==> src/rtl/matrix_dot_core.sv <==
// Single dot-product compute core: streams row A[ry][*] and column B[*][rx], writes C[ry][rx].
// Optional output clamping to the element range is enabled by defining MATRIX_CORE_SATURATE_EN.
module matrix_dot_core #(
  parameter int maxWidthLen = 4,
  parameter int sizeValue   = 8,
  parameter int CORE_ID     = 0
) (
  input  logic                                 clk,
  input  logic                                 rst,
  input  logic                                 start,
  input  logic [2:0]                           index,
  input  logic [maxWidthLen-1:0]               rx,
  input  logic [maxWidthLen-1:0]               ry,
  input  logic [maxWidthLen-1:0]               sizen,
  output logic                                 rd_en,
  output logic [2*maxWidthLen-1:0]             a_addr,
  output logic [2*maxWidthLen-1:0]             b_addr,
  input  logic [sizeValue-1:0]                 a_data,
  input  logic [sizeValue-1:0]                 b_data,
  output logic                                 c_we,
  output logic [2*maxWidthLen-1:0]             c_addr,
  output logic [2*sizeValue+maxWidthLen-1:0]   c_data,
  output logic                                 rdy
);

  localparam int MW = maxWidthLen;
  localparam int SV = sizeValue;
  localparam int PW = 2 * SV;
  localparam int AW = 2 * SV + MW;
  localparam logic [2:0] CORE_IDX = 3'(CORE_ID);

  typedef enum logic [1:0] {
    ST_IDLE  = 2'd0,
    ST_FETCH = 2'd1,
    ST_DRAIN = 2'd2,
    ST_WRITE = 2'd3
  } state_t;

`ifdef MATRIX_CORE_SATURATE_EN
  localparam logic signed [AW-1:0] SAT_MAX = {{(AW-SV+1){1'b0}}, {(SV-1){1'b1}}};
  localparam logic signed [AW-1:0] SAT_MIN = {{(AW-SV+1){1'b1}}, {(SV-1){1'b0}}};

  function automatic logic signed [AW-1:0] sat_fn(input logic signed [AW-1:0] v);
    logic signed [AW-1:0] r;
    if (v > SAT_MAX) begin
      r = SAT_MAX;
    end else if (v < SAT_MIN) begin
      r = SAT_MIN;
    end else begin
      r = v;
    end
    return r;
  endfunction
`endif

  state_t              state_r, state_nxt_s;
  logic [MW-1:0]       rx_r, rx_nxt_s;
  logic [MW-1:0]       ry_r, ry_nxt_s;
  logic [MW-1:0]       sizen_r, sizen_nxt_s;
  logic [MW-1:0]       k_r, k_nxt_s;
  logic signed [AW-1:0] acc_r, acc_nxt_s;
  logic                pend_r, pend_nxt_s;
  logic                rd_en_r, rd_en_nxt_s;
  logic [2*MW-1:0]     a_addr_r, a_addr_nxt_s;
  logic [2*MW-1:0]     b_addr_r, b_addr_nxt_s;
  logic                c_we_r, c_we_nxt_s;
  logic [2*MW-1:0]     c_addr_r, c_addr_nxt_s;
  logic signed [AW-1:0] c_data_r, c_data_nxt_s;
  logic                rdy_r, rdy_nxt_s;

  logic signed [PW-1:0] prod_s;
  logic signed [AW-1:0] acc_sum_s;
  logic                 accept_s;

  // Operand data arrives one cycle after each read strobe; pend_r marks those cycles.
  assign prod_s    = $signed(a_data) * $signed(b_data);
  assign acc_sum_s = acc_r + AW'(prod_s);
  assign accept_s  = start && (index == CORE_IDX);

  // Next-state and next-output decode for the fetch/accumulate/write sequence.
  always_comb begin
    state_nxt_s  = state_r;
    rx_nxt_s     = rx_r;
    ry_nxt_s     = ry_r;
    sizen_nxt_s  = sizen_r;
    k_nxt_s      = k_r;
    pend_nxt_s   = rd_en_r;
    rd_en_nxt_s  = 1'b0;
    a_addr_nxt_s = a_addr_r;
    b_addr_nxt_s = b_addr_r;
    c_we_nxt_s   = 1'b0;
    c_addr_nxt_s = c_addr_r;
    c_data_nxt_s = c_data_r;
    rdy_nxt_s    = rdy_r;
    if (pend_r) begin
      acc_nxt_s = acc_sum_s;
    end else begin
      acc_nxt_s = acc_r;
    end

    case (state_r)
      ST_IDLE: begin
        if (accept_s) begin
          state_nxt_s  = ST_FETCH;
          rx_nxt_s     = rx;
          ry_nxt_s     = ry;
          sizen_nxt_s  = sizen;
          k_nxt_s      = {MW{1'b0}};
          acc_nxt_s    = {AW{1'b0}};
          rd_en_nxt_s  = 1'b1;
          a_addr_nxt_s = {ry, {MW{1'b0}}};
          b_addr_nxt_s = {{MW{1'b0}}, rx};
          rdy_nxt_s    = 1'b0;
        end else begin
          rdy_nxt_s    = 1'b1;
        end
      end
      ST_FETCH: begin
        // k_r holds the index currently on the bus; compare before incrementing so k never wraps.
        if (k_r == sizen_r) begin
          state_nxt_s  = ST_DRAIN;
        end else begin
          k_nxt_s      = k_r + {{(MW-1){1'b0}}, 1'b1};
          rd_en_nxt_s  = 1'b1;
          a_addr_nxt_s = {ry_r, k_r + {{(MW-1){1'b0}}, 1'b1}};
          b_addr_nxt_s = {k_r + {{(MW-1){1'b0}}, 1'b1}, rx_r};
        end
      end
      ST_DRAIN: begin
        state_nxt_s  = ST_WRITE;
        c_we_nxt_s   = 1'b1;
        c_addr_nxt_s = {ry_r, rx_r};
`ifdef MATRIX_CORE_SATURATE_EN
        c_data_nxt_s = sat_fn(acc_nxt_s);
`else
        c_data_nxt_s = acc_nxt_s;
`endif
      end
      ST_WRITE: begin
        state_nxt_s  = ST_IDLE;
        rdy_nxt_s    = 1'b1;
      end
      default: begin
        state_nxt_s  = ST_IDLE;
        rdy_nxt_s    = 1'b1;
      end
    endcase
  end

  // FSM state register.
  always_ff @(posedge clk or negedge rst) begin
    if (!rst) begin
      state_r <= ST_IDLE;
    end else begin
      state_r <= state_nxt_s;
    end
  end

  // Datapath and registered output state.
  always_ff @(posedge clk or negedge rst) begin
    if (!rst) begin
      rx_r     <= {MW{1'b0}};
      ry_r     <= {MW{1'b0}};
      sizen_r  <= {MW{1'b0}};
      k_r      <= {MW{1'b0}};
      acc_r    <= {AW{1'b0}};
      pend_r   <= 1'b0;
      rd_en_r  <= 1'b0;
      a_addr_r <= {(2*MW){1'b0}};
      b_addr_r <= {(2*MW){1'b0}};
      c_we_r   <= 1'b0;
      c_addr_r <= {(2*MW){1'b0}};
      c_data_r <= {AW{1'b0}};
      rdy_r    <= 1'b1;
    end else begin
      rx_r     <= rx_nxt_s;
      ry_r     <= ry_nxt_s;
      sizen_r  <= sizen_nxt_s;
      k_r      <= k_nxt_s;
      acc_r    <= acc_nxt_s;
      pend_r   <= pend_nxt_s;
      rd_en_r  <= rd_en_nxt_s;
      a_addr_r <= a_addr_nxt_s;
      b_addr_r <= b_addr_nxt_s;
      c_we_r   <= c_we_nxt_s;
      c_addr_r <= c_addr_nxt_s;
      c_data_r <= c_data_nxt_s;
      rdy_r    <= rdy_nxt_s;
    end
  end

  assign rd_en  = rd_en_r;
  assign a_addr = a_addr_r;
  assign b_addr = b_addr_r;
  assign c_we   = c_we_r;
  assign c_addr = c_addr_r;
  assign c_data = c_data_r;
  assign rdy    = rdy_r;

endmodule

==> config.mk <==
export PLATFORM = sky130hd
export DESIGN_NAME = matrix_dot_core
export DESIGN_NICKNAME = d
export VERILOG_FILES = /design/src/rtl/matrix_dot_core.sv
export SDC_FILE = /design/constraint.sdc
export NUM_CORES = 1
export LEC_CHECK = 0
export ABC_CLOCK_PERIOD_IN_PS = 5000
export BUFFER_PORTS_ARGS = -buffer_cell sky130_fd_sc_hd__buf_2
export CORE_MARGIN = 2
export CORE_UTILIZATION = 42
export DETAILED_ROUTE_END_ITERATION = 7
export HOLD_SLACK_MARGIN = 0.03
export PLACE_DENSITY = 0.62
export SKIP_CTS_REPAIR_TIMING = 1
export SLEW_MARGIN = 20
export SYNTH_ARGS = -nofsm -noshare
export SYNTH_HDL_FRONTEND = slang
export SYNTH_SLANG_ARGS = --single-unit
==> constraint.sdc <==
create_clock -name clk -period 5 [get_ports clk]
set_input_delay 1 -clock clk [delete_from_list [all_inputs] [get_ports clk]]
set_output_delay 1 -clock clk [all_outputs]
set_load 0.03 [all_outputs]
# After elaboration in Yosys (flattened, before gate mapping)
# Cells that the tools add are included.
# word_totals
register_bits,86
inputBits,34
output_inout_bits,47
word_cells,53
# classes
add_sub_neg,2
n_mul,1
n_eq_ne,7
n_mux,21
reduce_logical,8
# op_table
op,n
20-bit 2-to-1 mux,3
8-bit 2-to-1 mux,4
8-bit one-hot mux with 2 select lines,2
20-bit by 16-bit adder with 20-bit output,1
8-bit by 8-bit multiplier with 16-bit output,1
4-bit 2-to-1 mux,2
2-bit one-hot mux with 4 select lines,1
4-bit one-hot mux with 2 select lines,1
2-bit != test (second input constant),3
4-bit by 1-bit adder with 4-bit output (second input constant),1
2-bit equality test (second input constant),2
4-bit equality test,1
1-bit 2-to-1 mux,4
2-bit 2-to-1 mux,2
1-bit one-hot mux with 2 select lines,2
2-bit AND reduction,2
2-bit nonzero test,2
3-bit logical NOT,1
3-bit AND reduction,1
2-bit by 1-bit equality test with 1-bit output (second input constant),1
2-bit logical NOT,1
1-bit logical AND,1

# Longest topological paths before layout
# Gate-level depths: netlist of the first run.
# logic_depth
depth_word,5
mapped_depth,19
ltp_nobuf,18

# Worst setup path after synthesis of the first run
# Ideal clock, no wire load.
# synth_path
path_type,input -> register
from,input b_data[0]
to,"register c_data_r[16], in the netlist c_data[16]"
setup_time_ns,0.137
t_arrival_ns,5.797
required_time_ns,4.863
slack_ns,-0.934
cell_stages,16
path_buffers,0
path_cell_list,and2_1 > inv_1 > fa_1 > inv_1 > fa_1 > fa_1 > fa_1 > fa_1 > ha_1 > and3_1 > a221oi_2 > o21ai_1 > a31o_2 > xor2_1 > mux2i_1 > a21oi_1
# synth_between
elab_chain_len,3
# synth_rtl
item,line,source
"start, declared",19,"input logic [sizeValue-1:0] b_data,"
8-bit by 8-bit multiplier with 16-bit output,76,assign prod_s = $signed(a_data) * $signed(b_data);
20-bit by 16-bit adder with 20-bit output,77,assign acc_sum_s = acc_r + AW'(prod_s);
20-bit 2-to-1 mux,95,if (pend_r) begin
"end signal, assigned",173,c_data_r <= {AW{1'b0}};
"end signal, assigned",187,c_data_r <= c_data_nxt_s;
"end, declared",68,"logic signed [AW-1:0] c_data_r, c_data_nxt_s;"
# Every way passes these cells.
# A chain may end at the register's enable or synchronous reset.

# Final worst setup path of the first run
# Ends and elaborated chain as after synthesis.

==> flow_summary.toml, run 1 <==
[outcome]
status = "complete, but fails checks"
violations = "setup timing"

[worst_hold_path]
hold_class = "flip-flop to flip-flop"
hp-start = "rd_en$_DFF_PN0_"

[worst_setup_path]
worstSetupStartpointType = "input port"
crit_type = "input port to flip-flop"
r2r_start = "acc_r[6]$_DFF_PN0_"
critical_path_required_ns = 5.17
cp-end-kind = "flip-flop"
setup.worst_path.start = "b_data[0]"
critPathMaxFanout = 5
crit_arrival_ns = 5.37

[clock_tree]
clockBufferDepth = 2
clock_latency_ns = 0.34
cts_tree = "yes"
cts_made_buffers = 9
root_buffer = "clkbuf_16"
cts.sink_count = 78
htree_num_levels = 3
clk_pin_slew_ns = 0.06

[global_route]
grt_overflow = 0
grt_max_degree = 79
grt_pass1_vias = 5372
use_met2 = 0.3321
grt_pass1_wl_um = 25740
antenna_found_initial = 0
use_met3 = 0.03013
met1_usage = 0.2511
grtUsageTotal = 0.1889
grt-busiest-layer = "met2"

[logic_synthesis]
ys_seq_area_frac = 0.2902
syn_avg_cell_area_um2 = 10.26
synth-edff-count = 0
synthCells = 656
synth_ff_type = "dfrtp_1"
synth.cell_area_um2 = 6730
synth_nets = 829
synth_cell_types = 47
ys_warn_count = 0
ys_ff_latch = 78
async_flop_share = 1.000

[route]
routed_wl_um = 14620
postRouteAntennaNets = 0
route.detailed.drc = 0
drtPass1Iterations = 4
vias = 4884
via_per_inst = 4.826
dr.first_iter.drc_count = 179
routedWlPerCell_um = 14.45

[timing]
finalSetupViolations = 16
timing.final.ws_setup_ns = -0.1982
rsz0062_at_grt = "true"
maxSlewHeadroom = 0.3125
final.period_utilization = 1.040
final_max_slew_viol_count = 0
finalHoldViolCount = 0
fmax_mhz = 192.4
tightest_slew_ns = 1.031
skew_ns = 0.007535
min_period_ns = 5.198

[placed_design]
hpwlAfterDp_um = 11690
gp_congestion = 0.8368
portBuffers = 80
place_ws_ns = -0.6520

[final_layout]
final_cell_mix = "94 x inv_1, 81 x fa_1, 77 x dfrtp_1, 73 x nand2_1"
fin_nets = 965
final_common_cell = "inv_1"
antennaDiodeCount = 0
syn2layout_area_growth_pct = 25.21
drive_above_1_share = 0.2776
final_util = 0.5344

[floorplan]
initial_core_util = 0.4268
ioPinCount = 81
dieArea_um2 = 17050
num_rows = 46
core_um2 = 15770
die_h_um = 130.6
die_w_um = 130.6

[job]
maxCapViolCount = 0
[layout make-up]
cell class | count | area [µm²]
Tap cell | 216 | 270.3
Clock inverter | 4 | 55.05
Multi-Input combinational cell | 461 | 4546
Inverter | 98 | 371.6
Sequential cell | 78 | 1953
Fill cell | 1433 | 7343
Timing Repair Buffer | 144 | 978.4
Clock buffer | 11 | 252.7
[sequential cells by signal, indices dropped and copies added, names as in the netlist, 2 cells and up]
name,flops
ry_r,4
b_addr,4
k_r,3
c_data,20
state_r,2
a_addr,5
sizen_r,4
c_addr,8
acc_r,20
rx_r,4
[Yosys cell counts (2+ instances only)]
master / number / area [µm²]
o21ai_0: 6 / 30.03
xnor2_1: 14 / 122.6
buf_1: 6 / 22.52
nand2b_1: 3 / 18.77
and3_1: 3 / 18.77
o31ai_1: 2 / 15.01
inv_1: 97 / 364.1
and2_1: 34 / 212.7
xor2_1: 12 / 105.1
clkbuf_1: 8 / 30.03
o21a_1: 5 / 37.54
buf_4: 5 / 37.54
nor2b_1: 4 / 25.02
ha_1: 51 / 638.1
nand3_1: 4 / 20.02
nor2_1: 50 / 187.7
o21ai_1: 13 / 65.06
fa_1: 88 / 1762
nand2_1: 79 / 296.5
a21o_1: 6 / 45.04
dfrtp_1: 77 / 1927
a21oi_1: 30 / 150.1
mux2i_1: 24 / 240.2
a31oi_1: 3 / 18.77
mux2_2: 10 / 112.6
[cell families after synthesis]
kind of cell               synth area share
and+or+nand+nor                      0.1272
xor gates and xnor gates            0.03384
DFF                                  0.2902
adders and majority gates            0.3566
AOI/OAI and AO/OA                   0.07176
buffers and inverters               0.06804
muxes                               0.05243
[critical path, cell delays in order]
cell and delay (ns):
buf_12 0.09, and2_4 0.16, inv_2 0.04, fa_1 0.49
inv_2 0.04, fa_1 0.52, fa_1 0.44, fa_1 0.54
fa_2 0.47, ha_4 0.18, a21o_1 0.19, buf_6 0.12
a221oi_4 0.26, o21ai_2 0.13, a31o_4 0.25, xor2_1 0.14
mux2i_1 0.21, a21oi_1 0.10
[path summary, 6_finish.rpt]
check	to	slack [ns]	cells past startpoint
min	pend_r$_DFF_PN0_	0.38	0
max	c_data[16]$_DFFE_PN0P_	-0.20	18
max in group asynchronous	rdy$_DFFE_PN1P_	3.77	2
min reg2reg	pend_r$_DFF_PN0_	0.38	0
max reg2reg	c_data[16]$_DFFE_PN0P_	0.25	17
min in group asynchronous	ry_r[3]$_DFFE_PN0P_	0.60	1
[through the flow]
| stage | area [µm²] | setup TNS, ns | hold slack, ns | cells |
|---|---|---|---|---|
| after CTS | 8123 | -4.060 | 0.3866 | 1005 |
| after floorplan | 6799 | -3.315 | 0.4619 | 656 |
| after detailed placement | 7815 | -10.87 | 0.3595 | 990 |
| final | 8427 | -1.621 | 0.3849 | 1012 |
| after global routing | 8427 | -4.712 | 0.4057 | 1012 |
| after global placement | 7815 | -10.03 | 0.3738 | 990 |
[layer usage]
metal,share of wire,up-vias
met5,0,-
met4,0.0088,0
met2,0.51,83
met1,0.45,2452
li1,-,2335
met3,0.037,14
Power of run 1 is not shown: default switching activity piles up to over one toggle a cycle in this logic, so the estimate is an artifact.
==> run 2: changes to the inputs <==
--- a/config.mk
+++ b/config.mk
@@ -5,6 +5,7 @@
 export SDC_FILE = /design/constraint.sdc
 export NUM_CORES = 1
 export LEC_CHECK = 0
+export ABC_AREA = 1
 export ABC_CLOCK_PERIOD_IN_PS = 5000
 export BUFFER_PORTS_ARGS = -buffer_cell sky130_fd_sc_hd__buf_2
 export CORE_MARGIN = 2
==> flow_summary.toml, run 2 <==
[worst_setup_path]
crit_buf_inv = 4
setup.worst_path.start = "b_data[7]"
r2r_start = "acc_r[6]$_DFF_PN0_"
path_cells = "buf_6, inv_4, or2_4, fa_1, fa_1, inv_2, fa_1, fa_1, fa_2, ha_4, a21oi_2, nand2_2, buf_4, xnor2_1, nand2_1, o21ai_2, o21ai_0"
cp-end-kind = "flip-flop"
critical_path.slowest_cell = "fa_1"
critical_path.max_stage_delay_ns = 0.58
crit_arrival_ns = 5.05
critPathMaxFanout = 4
worstSetupStartpointType = "input port"
crit_top_cell = "fa_1"
rr_endpoint = "c_data[8]$_DFFE_PN0P_"
ff2ff_setup_slack_ns = 0.67
critical_path_required_ns = 5.18
crit_type = "input port to flip-flop"
worst_path_dominant_cell_family = "adder cells"
reg2reg_depth = 17

[floorplan]
die_w_um = 134.5
num_rows = 47
ioPinCount = 81
core_um2 = 16640
dieArea_um2 = 18100
die_h_um = 134.5
initial_core_util = 0.4300

[logic_synthesis]
synthAdderAreaFrac = 0.3354
async_flop_share = 1.000
synth-xor-area-share = 0.01102
synthMuxAreaShare = 0
synthTopCellsByArea = "dfrtp_1 27%, fa_1 25%, nand2_1 13%, inv_1 9.4%, ha_1 8.9%"
synth_compound_area_frac = 0.05840
synth_top_family_by_area = "adder cells"
synth.cell_area_um2 = 7156
synth_nets = 1046
ys_ff_latch = 78
synth-edff-count = 0
synthTopCellsByCount = "247 x nand2_1, 179 x inv_1, 88 x fa_1"
synthCells = 873
synth.most_common_cell = "nand2_1"
ys_warn_count = 0
synth_top_area_frac = 0.2693
synth_ff_type = "dfrtp_1"
syn_avg_cell_area_um2 = 8.197
synth_top_area_cell = "dfrtp_1"
synth_cell_types = 35
ys_seq_area_frac = 0.2729
synth-simple-area-share = 0.2007

[job]
maxCapViolCount = 0

[clock_tree]
htree_num_levels = 3
cts_tree = "yes"
clock_latency_ns = 0.33
clk_pin_slew_ns = 0.06
cts_made_buffers = 9
clockBufferDepth = 2
root_buffer = "clkbuf_16"
cts.sink_count = 78

[timing]
finalSetupViolations = 0
skew_ns = 0.006313
finalHoldViolCount = 0
rsz0062_at_grt = "true"
min_period_ns = 4.871
fmax_mhz = 205.3
maxSlewHeadroom = 0.3506
final.period_utilization = 0.9743
final_max_slew_viol_count = 0
tightest_slew_ns = 0.9682

[route]
vias = 5549
drtPass1Iterations = 4
postRouteAntennaNets = 0
route.detailed.drc = 0
routedWlPerCell_um = 13.17
routed_wl_um = 15950
dr.first_iter.drc_count = 288
via_per_inst = 4.582

[final_layout]
final_common_cell = "nand2_1"
final_area_um2 = 8979
drive_above_1_share = 0.2644
antennaDiodeCount = 0
fillCellCount = 1545
final_cell_mix = "231 x nand2_1, 173 x inv_1, 83 x fa_1, 76 x dfrtp_1, 74 x buf_2"
fin_nets = 1159
syn2layout_area_growth_pct = 25.48

[outcome]
status = "complete, no violations"

[placed_design]
gp_congestion = 0.8778
hpwlAfterDp_um = 12730
portBuffers = 80
place_area_um2 = 8368

[worst_hold_path]
holdPathStages = 0
hold_class = "flip-flop to flip-flop"
min_to = "pend_r$_DFF_PN0_"
hp-start = "rd_en$_DFF_PN0_"

[global_route]
grtUsageTotal = 0.1856
use_met2 = 0.2937
grt_overflow = 0
grt_max_degree = 79
use_met3 = 0.03153
grt_pass1_wl_um = 26830
grt-busiest-layer = "met2"
grt_pass1_vias = 5539
met1_usage = 0.2715
antenna_found_initial = 0
-- run 2: area by class of cell --
class / instances / area [µm²] / area share
inverters: 184 / 700.7 / 0.07804
repair buffers: 138 / 904.6 / 0.1008
clock inverters: 4 / 77.57 / 0.008640
flip-flops and latches: 78 / 1954 / 0.2177
multi-input cells: 575 / 4800 / 0.5346
well taps: 220 / 275.3 / 0.03066
clock buffers: 12 / 266.5 / 0.02968
-- run 2: through the flow --
stage | setup TNS, ns | setup WS [ns] | utilization | hold slack, ns | instances
final | 0 | 0.1285 | 0.5395 | 0.3822 | 1211
after global routing | -0.1721 | -0.03116 | 0.5395 | 0.3949 | 1211
after CTS | 0 | 0.06023 | 0.5235 | 0.3807 | 1206
after detailed placement | -4.695 | -0.2786 | 0.5028 | 0.3650 | 1190
after global placement | -4.593 | -0.2615 | 0.5028 | 0.3552 | 1190
after floorplan | -0.1974 | -0.05586 | - | 0.4623 | 873
-- run 2: kinds of logic (layout without fill, tap and decap cells) --
family / count (synthesis) / count (layout)
adder cells (fa/ha/maj): 139 / 139
buffers and inverters: 220 / 338
XOR/XNOR: 9 / 9
flip-flops: 78 / 78
AO/OA/AOI/OAI: 79 / 79
AND/OR/NAND/NOR: 348 / 348
-- run 2: how the worst max path moves through the flow --
stage                                   endpoint  slack, ns  cells past startpoint
after global placement       acc_r[17]$_DFF_PN0_      -0.26                     18
after global routing      c_data[18]$_DFFE_PN0P_      -0.03                     20
final                      c_data[8]$_DFFE_PN0P_       0.13                     17
after floorplan           c_data[17]$_DFFE_PN0P_      -0.06                     20
after detailed placement  c_data[17]$_DFFE_PN0P_      -0.28                     18
after CTS                 c_data[17]$_DFFE_PN0P_       0.06                     18
-- run 2: routing by layer --
layer | wire [µm] | share of wire
met5 | 0 | 0
met4 | 157 | 0.0098
met3 | 694 | 0.044
met2 | 7171 | 0.45
met1 | 7927 | 0.50
Power of run 2 is left out for the same reason.
